===== src/rtl/beta_irq_controller.sv =====
// Interrupt controller for the unpipelined Beta core: captures rising edges,
// masks and prioritises them, and runs the IRQ request/service handshake with the CU.
module beta_irq_controller #(
    parameter int N_SRC = 8,
    parameter int ID_W  = 3
) (
    input  logic             CLK,
    input  logic             RESET,
    input  logic [N_SRC-1:0] SRC,
    input  logic             SUPERVISOR,
    input  logic             IRQ_TAKEN,
    input  logic             CFG_WE,
    input  logic [1:0]       CFG_ADDR,
    input  logic [31:0]      CFG_WDATA,
    output logic [31:0]      CFG_RDATA,
    output logic             IRQ,
    output logic [ID_W-1:0]  IRQ_ID,
    output logic             IRQ_ACTIVE
);

    typedef enum logic [1:0] {
        ST_IDLE    = 2'd0,
        ST_REQUEST = 2'd1,
        ST_SERVICE = 2'd2
    } state_t;

    state_t            state_q, state_d;
    logic [N_SRC-1:0]  src_q;
    logic [N_SRC-1:0]  pending_q, pending_d;
    logic [N_SRC-1:0]  enable_q, enable_d;
    logic              irq_q, irq_d;
    logic [ID_W-1:0]   irq_id_q, irq_id_d;
    logic              active_q, active_d;

    logic              wr_pend, wr_en, wr_eoi;
    logic [N_SRC-1:0]  rise, w1c_mask, take_mask, candidate;
    logic [ID_W-1:0]   win_idx;
    logic              win_any;
    logic              held_ok;

    assign wr_pend = CFG_WE && (CFG_ADDR == 2'd0);
    assign wr_en   = CFG_WE && (CFG_ADDR == 2'd1);
    assign wr_eoi  = CFG_WE && (CFG_ADDR == 2'd2);

    genvar gi;
    generate
        for (gi = 0; gi < N_SRC; gi++) begin : g_src
            assign rise[gi]      = SRC[gi] & ~src_q[gi];
            assign w1c_mask[gi]  = wr_pend & CFG_WDATA[gi];
            assign take_mask[gi] = (state_q == ST_REQUEST) && IRQ_TAKEN &&
                                   (irq_id_q == ID_W'(gi));
        end
        if (N_SRC < 32) begin : g_unused
            logic unused_wdata;
            assign unused_wdata = ^CFG_WDATA[31:N_SRC];
        end
    endgenerate

    // Set wins over both software clear and the take-time clear.
    assign pending_d = (pending_q & ~(w1c_mask | take_mask)) | rise;
    assign enable_d  = wr_en ? CFG_WDATA[N_SRC-1:0] : enable_q;
    assign candidate = pending_q & enable_q;
    assign win_any   = |candidate;
    // Withdrawal looks at next-cycle mask/pending so a masked source drops IRQ at once.
    assign held_ok   = pending_d[irq_id_q] & enable_d[irq_id_q];

    always_comb begin
        win_idx = '0;
        for (int i = N_SRC - 1; i >= 0; i--) begin
            if (candidate[i]) win_idx = ID_W'(i);
        end
    end

    always_comb begin
        state_d  = state_q;
        irq_d    = irq_q;
        irq_id_d = irq_id_q;
        active_d = active_q;
        case (state_q)
            ST_IDLE: begin
                irq_d = 1'b0;
                if (win_any && !SUPERVISOR) begin
                    state_d  = ST_REQUEST;
                    irq_d    = 1'b1;
                    irq_id_d = win_idx;
                end
            end
            ST_REQUEST: begin
                if (IRQ_TAKEN) begin
                    state_d  = ST_SERVICE;
                    irq_d    = 1'b0;
                    active_d = 1'b1;
                end else if (!held_ok || SUPERVISOR) begin
                    state_d = ST_IDLE;
                    irq_d   = 1'b0;
                end
            end
            ST_SERVICE: begin
                if (wr_eoi) begin
                    state_d  = ST_IDLE;
                    active_d = 1'b0;
                end
            end
            default: begin
                state_d  = ST_IDLE;
                irq_d    = 1'b0;
                active_d = 1'b0;
            end
        endcase
    end

    always_ff @(posedge CLK) begin
        if (RESET) begin
            state_q   <= ST_IDLE;
            src_q     <= '0;
            pending_q <= '0;
            enable_q  <= '0;
            irq_q     <= 1'b0;
            irq_id_q  <= '0;
            active_q  <= 1'b0;
        end else begin
            state_q   <= state_d;
            src_q     <= SRC;
            pending_q <= pending_d;
            enable_q  <= enable_d;
            irq_q     <= irq_d;
            irq_id_q  <= irq_id_d;
            active_q  <= active_d;
        end
    end

    always_comb begin
        CFG_RDATA = '0;
        case (CFG_ADDR)
            2'd0: CFG_RDATA = 32'(pending_q);
            2'd1: CFG_RDATA = 32'(enable_q);
            2'd2: CFG_RDATA = {active_q, 28'b0, 1'b0, state_q};
            default: begin
                CFG_RDATA[31]       = irq_q;
                CFG_RDATA[30]       = active_q;
                CFG_RDATA[ID_W-1:0] = irq_id_q;
            end
        endcase
    end

    assign IRQ        = irq_q;
    assign IRQ_ID     = irq_id_q;
    assign IRQ_ACTIVE = active_q;

endmodule


===== config.mk =====
export PLATFORM = sky130hd
export DESIGN_NAME = beta_irq_controller
export DESIGN_NICKNAME = d
export VERILOG_FILES = /design/src/rtl/beta_irq_controller.sv
export SDC_FILE = /design/constraint.sdc
export NUM_CORES = 1
export LEC_CHECK = 0
export BUFFER_PORTS_ARGS = -buffer_cell sky130_fd_sc_hd__buf_2
export CORE_MARGIN = 2
export CORE_UTILIZATION = 45
export DETAILED_ROUTE_END_ITERATION = 10
export GPL_TIMING_DRIVEN = 0
export HOLD_SLACK_MARGIN = 0.15
export PLACE_DENSITY = 0.77
export SYNTH_ARGS = -nofsm -noshare
export SYNTH_HDL_FRONTEND = slang
export SYNTH_SLANG_ARGS = --single-unit

===== constraint.sdc =====
create_clock -name CLK -period 3 [get_ports CLK]
set_input_delay 0.3 -clock CLK [delete_from_list [all_inputs] [get_ports CLK]]
set_output_delay 0.3 -clock CLK [all_outputs]
set_load 0.02 [all_outputs]

=== Word level (Yosys, flattened, before mapping) ===
Cells that the tools add are included.

* Output and inout port bits: 37
* Input port bits: 47
* Word-level logic and storage cells: 108
* Bits in registers: 31

* Magnitude comparators: 1
* Bitwise operators: 32
* Eq/ne operators: 15
* Mux-type cells: 28
* Reductions and logical operators: 25

{| class="wikitable"
|+ Operators with widths
! operator !! count
|-
| $mux W3 || 8
|-
| $and A1 B1 Y1 || 17
|-
| $and A8 B8 Y8 || 2
|-
| $or A8 B8 Y8 || 2
|-
| $logic_and A1 B1 Y1 || 13
|-
| $eq A3 B3 Y1 const B || 4
|-
| $not A1 Y1 || 10
|-
| $pmux W5 S2 || 1
|-
| $pmux W3 S3 || 1
|-
| $mux W2 || 4
|-
| $mux W8 || 1
|-
| $not A8 Y8 || 1
|-
| $reduce_or A8 Y1 || 1
|-
| $mux W1 || 7
|-
| $bmux W1 S3 || 2
|-
| $eq A3 B2 Y1 const B || 2
|-
| $ne A2 B2 Y1 const B || 3
|-
| $pmux W1 S3 || 2
|-
| $pmux W2 S3 || 1
|-
| $reduce_and A3 Y1 || 2
|-
| $eq A2 B1 Y1 const B || 2
|-
| $eq A2 B2 Y1 const B || 2
|-
| $logic_not A2 Y1 || 2
|-
| $lt A3 B4 Y1 const B || 1
|-
| 8 further kinds || 10
|}

=== Longest topological paths before layout ===
Gate-level depths: netlist of the first run.

* Depth after elaboration: 15
* Mapped depth: 8
* Mapped depth without buffers: 6

=== Worst setup path after synthesis of the first run ===
OpenSTA, ideal clock, no wires.

* Path kind: input-to-output
* Start: input CFG_ADDR[0]
* End: output CFG_RDATA[1]
* Slack: 1.032 ns
* Stages on the path: 3
* Data arrival time: 1.668 ns
* Cells stage by stage: clkbuf_1 clkbuf_1 mux4_1

* Cells in the longest elaborated chain, start to end: 2
* Elaborated cells on any way between the ends: 4

{| class="wikitable"
|+ RTL lines
! element !! RTL line !! text
|-
| start: declaration || 13 || <nowiki>input logic [1:0] CFG_ADDR,</nowiki>
|-
| $eq A2 B2 Y1 (tied with other cells) || 134 || <nowiki>case (CFG_ADDR)</nowiki>
|-
| $pmux W3 S3 (*) || 134 ||
|-
| end: declaration || 15 || <nowiki>output logic [31:0] CFG_RDATA,</nowiki>
|}

Mark *: on every way between the ends. The rest lies on a longest branch, timed or not.

=== Worst setup path in the final report of the first run ===
Ends and elaborated chain as after synthesis.

==> results.json, run 1 <==
{
  "path_class": "in -> out",
  "synth_compound_area_share_pct": 20.6,
  "synth_top_family_by_area": "simple AND/OR/NAND/NOR gates",
  "grt_max_degree": 11,
  "cp.arrival_ps": 1970,
  "cp-end-kind": "output port",
  "critPathRequiredTime_ps": 2700,
  "yosysTopAreaCellShare_pct": 32.4,
  "postLayoutCoreUtil_pct": 56.8,
  "gr-usage-all-layers_pct": 20.8,
  "yosysUniqueCellTypes": 48,
  "ys_warn_count": 0,
  "synthAdderAreaFrac_pct": 0,
  "grt_pass1_vias": 1731,
  "syn_area_per_cell_um2": 8.43,
  "wl_met2_mm": 2.25,
  "cpMostUsedCell": "clkbuf_1",
  "holdPathEnd": "src_q[6]",
  "synth_edf_count": 0,
  "io_buffers": 35,
  "clockRootBuffer": "clkbuf_8",
  "routed_via_density": 5.31,
  "r2r_setup_slack_ps": 850,
  "wl_met3_um": 413,
  "synthSimpleGateAreaFrac_pct": 25.1,
  "yosysTopAreaCell": "dfxtp_1",
  "netlist_area_um2": 1910,
  "drtIter0Drc": 129,
  "wl_met1_mm": 2.06,
  "fillers": 404,
  "max-slew-margin-rel_pct": 41.7,
  "cts_tree": "yes",
  "muxShareOfSynthArea_pct": 9.87,
  "numCtsBuffers": 5,
  "wl_mm": 4.80,
  "multi_input_area_um2": 1150,
  "seq_area_um2": 621,
  "crit_chain": "clkbuf_1 -> clkbuf_1 -> mux4_1 -> buf_2",
  "timing.final.crit_share_pct": 75.6,
  "wl_per_cell_um": 14.1,
  "dp_cells": 333,
  "drv_cap": 0,
  "max_clock_freq_mhz": 441,
  "grt_overflow": 0,
  "clk_latency_ps": 280,
  "synthXorXnorAreaFrac_pct": 0,
  "dp_hpwl_mm": 3.75,
  "setup-tns-final_ps": 0,
  "synth.most_common_cell": "dfxtp_1",
  "n_antenna_cell": 0,
  "die_area_um2": 4790,
  "r2r-end": "state_q[0]",
  "placementRows": 23,
  "fin_hold_ws_ps": 241,
  "max-vdd-ir-drop_uv": 303,
  "synthFlopType": "dfxtp_1",
  "ctsResizeCount": 0,
  "pwr_density_cell_nw_per_um2": 402,
  "worst_path_dominant_cell_family": "buffers and inverters",
  "seq_area_frac_synth_pct": 32.4,
  "ys_seq_elements": 31,
  "coreArea_um2": 4060,
  "worst_setup_path_start_kind": "primary input",
  "antenna_found_initial": 0,
  "leakagePower_nw": 1.07,
  "cts_hold_buf": 0,
  "layout-drive-gt1-share_pct": 25.6,
  "area_growth_pct": 20.3,
  "fin_nets": 337,
  "whs_path_depth": 2,
  "dieHeight_um": 69.2,
  "finalWorstPathRequiredPeriod_ps": 2270,
  "r2r_cells": 6,
  "slew_viol_final": 0,
  "clock_sinks": 31,
  "pin_count": 84,
  "gp_congestion": 0.910,
  "crit_path_top_delay_cell": "mux4_1",
  "hold_viol": 0,
  "path_buf_inv": 3,
  "syn_inst": 227,
  "top_layer": "met4",
  "synth_top_cells_by_area": "dfxtp_1 32%, buf_4 8.6%, mux2i_1 7.3%",
  "setup_violations": 0,
  "drtPass1Iterations": 4,
  "path_max_fanout": 10,
  "final-instance-count-excl-fill": 339,
  "drc": 0,
  "vias": 1799,
  "cts_max_path_buffers": 2,
  "clk_pin_slew_ps": 60,
  "hp-class": "in -> reg",
  "rsz0062_at_grt": "false",
  "worstHoldStart": "SRC[6]",
  "htreeDepth": 2,
  "grt_pass1_wl_mm": 7.91,
  "postCtsSetupRepairBufs": 0,
  "start_util_pct": 47.2,
  "max_stage_delay_ps": 640,
  "synth_commonest_cells": "31 x dfxtp_1, 22 x buf_4, 19 x nor2_1, 17 x a21oi_1, 17 x nand2_1",
  "async_reset_ff_share_pct": 0,
  "worst_pin_slew_ps": 873,
  "crit-reg2reg-launch": "state_q[1]",
  "final.setup_skew_ps": 4.97,
  "drtAntennaViolNets": 0,
  "die_w_um": 69.2,
  "outcome": "finished clean"
}
per-stage QoR:
step	instance area, um^2	total power [mW]	worst slack [ps]
after CTS	2300	0.931	752
final	2300	0.926	731
after detailed placement	2230	0.636	756
after global routing	2300	0.973	639
after global placement	2230	0.632	777
after floorplan	1990	0.587	1030
kinds of logic after synthesis:
group	count (synthesis)
AO/OA/AOI/OAI	57
buffers and inverters	36
flip-flops	31
multiplexers	16
other	1
AND/OR/NAND/NOR	86
per-layer routing:
| metal | up-vias | GRT usage [%] |
|---|---|---|
| li1 | 892 | - |
| met1 | 810 | 25.9 |
| met2 | 87 | 33.2 |
| met3 | 10 | 5.23 |
| met4 | 0 | 10.7 |
| met5 | - | 0 |
where the power goes:
part	total, mW	switching, mW	internal [mW]
Sequential	0.451	0.0191	0.432
Clock	0.297	0.142	0.154
Combinational	0.178	0.101	0.0772
registers in the layout, summed over array words and instances, names as in the netlist:
name and count:
IRQ 1, IRQ_ACTIVE 1, IRQ_ID 3, enable_q 8
pending_q 8, src_q 8, state_q 2
worst max path at each step:
stage | from | slack, ps | end | cells after the start
after floorplan | CFG_ADDR[0] | 1030 | CFG_RDATA[1] | 3
after global placement | CFG_ADDR[0] | 780 | CFG_RDATA[1] | 4
after detailed placement | CFG_ADDR[0] | 760 | CFG_RDATA[1] | 4
after CTS | CFG_ADDR[0] | 750 | CFG_RDATA[1] | 4
after global routing | CFG_ADDR[0] | 640 | CFG_RDATA[1] | 4
final | CFG_ADDR[0] | 730 | CFG_RDATA[1] | 4
cells in the final DEF (no fill, tap or decap), types with 3 or more instances in the layout:
cell type	Yosys	final
buf_4	22	22
o21ai_0	10	10
nor2b_1	15	15
nand2b_1	8	8
nor3_1	3	3
or2_2	3	3
nand3_1	6	6
clkbuf_8	0	5
a22o_1	3	3
mux2i_1	14	14
a21oi_1	17	17
conb_1	1	22
clkbuf_1	10	11
o211ai_1	4	4
nand2_1	17	17
a22oi_1	3	3
nor2_1	19	19
buf_2	1	36
dfxtp_1	31	31
area by class of cell:
type	count	share of cell area, %
multi-input combinational	181	49.8
sequential	31	26.9
buffer	34	9.51
timing repair buffer	35	7.60
clock buffer	6	3.15
tap	50	2.72
inverter	2	0.326
worst register-to-register path: stages (launching register included):
cell       delay, ps
dfxtp_1          300
buf_6            130
nor4b_4          270
or3b_1           410
a2111o_1         410
o31ai_2          380
a2bb2oi_2        170
No activity file was read; power rests on OpenSTA's default activity.
==> inputs of run 2 (changes only) <==
- CORE_UTILIZATION: 45 -> 43
- clock period: 3 -> 2 ns (I/O delays scaled with it)
==> run 2 against run 1 <==
  * Via count grew 1.4%
  * Critical path type is now reg -> reg
  * Worst setup slack lost 670 ps
  * First-iteration DRC count shrank 31%
  * Register-to-register slack lost 790 ps
  * Global-route usage shrank 1.1 points
  * Sequential power grew 50%
  * Combinational power grew 57%
  * Sequential cell count is the same
  * Clock skew grew 6.5 ps
  * Largest cell class unchanged
  * Worst hold slack lost 83 ps
==> results.json, run 2 (synthesis results as in run 1) <==
{
  "final_cell_mix": "36 x buf_2, 31 x dfxtp_1, 23 x buf_4",
  "clk_latency_ps": 290,
  "max-slew-margin-rel_pct": 57.8,
  "finalWorstPathRequiredPeriod_ps": 1940,
  "pwr_density_cell_nw_per_um2": 654,
  "cp-end-kind": "flop",
  "layout_commonest_cell": "buf_2",
  "outcome": "finished clean",
  "worst_setup_path_start_kind": "flop",
  "wl_mm": 4.86,
  "crit_path_top_delay_cell": "or3b_4",
  "drtAntennaViolNets": 0,
  "dp_hpwl_mm": 3.60,
  "pin_count": 84,
  "antenna_found_initial": 0,
  "grt_busiest_layer": "met2",
  "max_clock_freq_mhz": 516,
  "fin_nets": 345,
  "routed_via_density": 5.20,
  "use_met3_pct": 5.41,
  "drtIter0Drc": 89,
  "r2r_cells": 6,
  "n_antenna_cell": 0,
  "max_stage_delay_ps": 420,
  "setup_violations": 0,
  "grt_use_met2_pct": 30.8,
  "whs_path_depth": 2,
  "htreeDepth": 2,
  "die_w_um": 70.7,
  "worst_pin_slew_ps": 626,
  "clock_sinks": 31,
  "vias": 1825,
  "drc": 0,
  "cts_tree": "yes",
  "layout-drive-gt1-share_pct": 28.1,
  "cp.arrival_ps": 2170,
  "clockRootBuffer": "clkbuf_8",
  "drv_cap": 0,
  "start_util_pct": 44.3,
  "io_buffers": 35,
  "reg.largest.list": "enable_q (8), pending_q (8), src_q (8)",
  "r2r_setup_slack_ps": 60,
  "gr-usage-all-layers_pct": 19.7,
  "cts_max_path_buffers": 2,
  "grt_pass1_vias": 1576,
  "path_max_fanout": 9,
  "placementRows": 24,
  "timing.final.crit_share_pct": 96.9,
  "die_area_um2": 5000,
  "grt_max_degree": 11,
  "dieHeight_um": 70.7,
  "clk_pin_slew_ps": 70,
  "slew_viol_final": 0,
  "crit-reg2reg-launch": "state_q[1]",
  "crit_chain": "buf_6 -> nor4b_4 -> or3b_4 -> a2111o_1 -> o31ai_4 -> a2bb2oi_2",
  "rsz0062_at_grt": "true",
  "path_class": "reg -> reg",
  "coreArea_um2": 4320,
  "leakagePower_nw": 1.15,
  "fin_hold_ws_ps": 158,
  "max-vdd-ir-drop_uv": 563,
  "gp_congestion": 0.927,
  "area_growth_pct": 28.2,
  "path_buf_inv": 1,
  "hp-class": "in -> reg",
  "numCtsBuffers": 5,
  "critPathRequiredTime_ps": 2240,
  "hold_viol": 0,
  "wl_per_cell_um": 13.8,
  "drtPass1Iterations": 5,
  "met1_usage_pct": 24.9,
  "final.setup_skew_ps": 11.4,
  "worstHoldStart": "SRC[4]",
  "holdPathEnd": "src_q[4]",
  "postLayoutCoreUtil_pct": 56.8,
  "grt_pass1_wl_mm": 7.61,
  "r2r-end": "state_q[0]",
  "fillers": 426,
  "grt_overflow": 0,
  "worst_path_dominant_cell_family": "compound AO/OA/AOI/OAI gates"
}
-- run 2: cell count changes in the layout (fill, tap and decap cells not counted), sizes merged --
cell	delta
buf	+1
bufinv	+1
clkinv	+1
dlygate4sd3	+7
-- run 2: how the worst max path moves through the flow --
| stage | from | cells after the start | slack (ps) | to |
|---|---|---|---|---|
| floorplan | state_q[1] | 6 | 90 | IRQ |
| global placement | CFG_ADDR[1] | 7 | -110 | IRQ |
| detailed placement | state_q[1] | 6 | -120 | IRQ |
| CTS | IRQ_ID[1] | 7 | 50 | state_q[0] |
| global route | state_q[1] | 6 | -6 | state_q[0] |
| finish | state_q[1] | 6 | 60 | state_q[0] |
-- run 2: cell type report --
class / count / area, um^2 / share of cell area (%)
Clock buffer: 6 / 82.6 / 3.36
Inverter: 2 / 7.51 / 0.306
Sequential cell: 31 / 621 / 25.3
Multi-Input combinational cell: 181 / 1170 / 47.6
Buffer: 34 / 223 / 9.07
Clock inverter: 2 / 35.0 / 1.43
Timing Repair Buffer: 43 / 253 / 10.3
Tap cell: 52 / 65.1 / 2.65
-- run 2: metal layers --
metal,share of wire (%),vias up,wire (um)
met5,0,-,0
met1,43,824,2070
met4,2.6,0,127
met2,47,74,2280
met3,7.8,11,378
li1,-,916,-
-- run 2: metrics by stage --
stage	instance area [um^2]	worst slack [ps]	cells	setup TNS [ps]	power, mW
after global placement	2230	-112	335	-237	0.947
after global routing	2450	-5.57	351	-5.57	1.67
after CTS	2430	49.2	350	0	1.61
final	2450	62.7	351	0	1.61
after floorplan	1990	85.3	248	0	0.881
after detailed placement	2230	-119	335	-255	0.952
-- run 2: where the power goes --
group          total (mW)  leakage, nW  internal, mW  switching [mW]
Combinational       0.279        0.831         0.125           0.154
Clock               0.649       0.0612         0.403           0.247
Sequential          0.676        0.255         0.648          0.0286
Total                1.61         1.15          1.18           0.429
-- run 2: repair_timing --
action / in CTS / in global routing
endpoints found under the setup margin: 3 / 2
buffers inserted: 0 / 1
hold buffers: 7 / 0
pin swaps: 2 / 2
hold endpoints to repair: 7 / 0
gates resized for setup: 3 / 6
==> inputs of run 3 (changes only) <==
- GPL_TIMING_DRIVEN: 0 -> default
==> run 3 against run 2 <==
  * Clock skew fell by 5.1 ps
  * First-iteration DRC count rose by 30%
  * Fmax rose by 1.1%
  * Sequential power barely moved
  * Count of clock-buffer cells in the layout did not move
  * Combinational power fell by 7.9%
  * Global-route usage fell by 0.16 points
  * Worst hold slack improved by 36 ps
  * Utilization fell by 2.1 points
  * Sequential share of layout area rose by 1.0 points
  * Worst setup slack improved by 21 ps
  * Critical path type unchanged
  * Largest cell class unchanged
  * Highest routed layer unchanged
==> results.json, run 3 (synthesis results as in run 1) <==
{
  "final-instance-count-excl-fill": 336,
  "path_class": "reg -> reg",
  "finalWorstPathRequiredPeriod_ps": 1920,
  "drv_cap": 0,
  "rsz0062_at_grt": "false",
  "slew_viol_final": 0,
  "grt_overflow": 0,
  "critPathRequiredTime_ps": 2220,
  "die_area_um2": 5000,
  "layout-drive-gt1-share_pct": 26.1,
  "fin_hold_ws_ps": 194,
  "hp-class": "in -> reg",
  "dieHeight_um": 70.7,
  "swShare_pct": 26.6,
  "io_buffers": 37,
  "clockRootBuffer": "clkbuf_8",
  "dp_hpwl_mm": 3.60,
  "grt_pass1_vias": 1599,
  "cts_max_path_buffers": 2,
  "cp-end-kind": "flop",
  "clk_pin_slew_ps": 70,
  "final_cell_mix": "37 x buf_2, 30 x dfxtp_1, 22 x conb_1",
  "gr-usage-all-layers_pct": 19.5,
  "cts_tree": "yes",
  "die_w_um": 70.7,
  "path_max_fanout": 2,
  "coreArea_um2": 4320,
  "cp.arrival_ps": 2130,
  "worst_setup_path_start_kind": "flop",
  "dp_cells": 319,
  "r2r_cells": 5,
  "leakagePower_nw": 1.08,
  "p_sw_uw": 419,
  "pin_count": 84,
  "worst_pin_slew_ps": 523,
  "whs_path_depth": 3,
  "setup_violations": 0,
  "hold_viol": 0,
  "fin_nets": 330,
  "n_antenna_cell": 0,
  "max_clock_freq_mhz": 522,
  "gp_congestion": 0.858,
  "max-slew-margin-rel_pct": 64.2,
  "vias": 1781,
  "reg.largest.list": "enable_q (8), pending_q (8), src_q (8)",
  "r2r_setup_slack_ps": 80,
  "antenna_found_initial": 0,
  "pwr-share-clk_pct": 40.8,
  "fillers": 409,
  "numCtsBuffers": 5,
  "pwr-share-seq_pct": 42.9,
  "combPwrFrac_pct": 16.3,
  "max-vdd-ir-drop_uv": 371,
  "pwr_density_cell_nw_per_um2": 668,
  "area_growth_pct": 23.4,
  "drtIter0Drc": 116,
  "final.setup_skew_ps": 6.37,
  "setup-tns-final_ps": 0,
  "clock_sinks": 31,
  "timing.final.crit_share_pct": 95.8,
  "wl_per_cell_um": 14.4,
  "start_util_pct": 44.3,
  "grt_max_degree": 33,
  "clk_latency_ps": 290,
  "grt_pass1_wl_mm": 7.54,
  "outcome": "finished clean",
  "p_int_mw": 1.16,
  "layout_commonest_cell": "buf_2",
  "placementRows": 24,
  "routed_via_density": 5.30,
  "htreeDepth": 2,
  "drtAntennaViolNets": 0,
  "wl_mm": 4.85,
  "drtPass1Iterations": 4,
  "drc": 0
}
run 3: timing repair:
item / in CTS / in global routing
pin swaps: 3 / 0
setup endpoints to repair: 2 / 2
hold endpoints to repair: 8 / 0
cloned: 0 / 0
buffers inserted: 0 / 1
resized for setup: 2 / 1
hold buffers: 8 / 0
run 3: path summary, 6_finish.rpt:
kind                                   start      endpoint
worst min-delay path            CFG_WDATA[6]   enable_q[6]
worst min register to register      src_q[3]  pending_q[3]
worst max-delay path              state_q[1]    state_q[0]
worst max register to register    state_q[1]    state_q[0]
run 3: per-stage QoR:
step / setup WS [ps] / util, % / power [mW] / instance area, um^2
after floorplan: 85.3 / - / 0.881 / 1990
after global placement: -1.53 / 49.6 / 0.923 / 2140
after detailed placement: -94.4 / 49.6 / 0.930 / 2140
after CTS: 83.7 / 54.4 / 1.59 / 2350
after global routing: 7.57 / 54.6 / 1.65 / 2360
final: 83.4 / 54.6 / 1.58 / 2360
run 3: worst max-delay path: stages (launching register included):
cell and delay, ps:
dfxtp_1 340, nor4b_4 290, or3b_4 420, a2111o_1 330
o31ai_4 270, a2bb2oi_2 200
run 3: per-layer routing:
layer  GRT usage [%]  vias up  part of all wire, %
li1                -      881                    -
met1            24.5      827                   43
met2            32.1       67                   49
met3            5.56        6                  6.6
met4            7.13        0                  1.2
met5               0        -                    0
run 3: power groups by stage:
stage                     clock network, mW  logic (mW)  registers, mW
after floorplan                           0       0.199          0.682
after global placement                    0       0.236          0.687
after detailed placement                  0       0.242          0.688
after CTS                             0.658       0.256          0.675
after global routing                  0.687       0.279          0.679
final                                 0.644       0.257          0.677
run 3: layout make-up:
| cell class | instances | area (um^2) | area share, % |
|---|---|---|---|
| multi-input combinational | 181 | 1160 | 49.0 |
| sequential | 31 | 622 | 26.3 |
| timing repair buffer | 62 | 393 | 16.6 |
| clock buffer | 6 | 82.6 | 3.50 |
| tap | 52 | 65.1 | 2.75 |
| clock inverter | 2 | 35.0 | 1.48 |
| inverter | 2 | 7.51 | 0.318 |
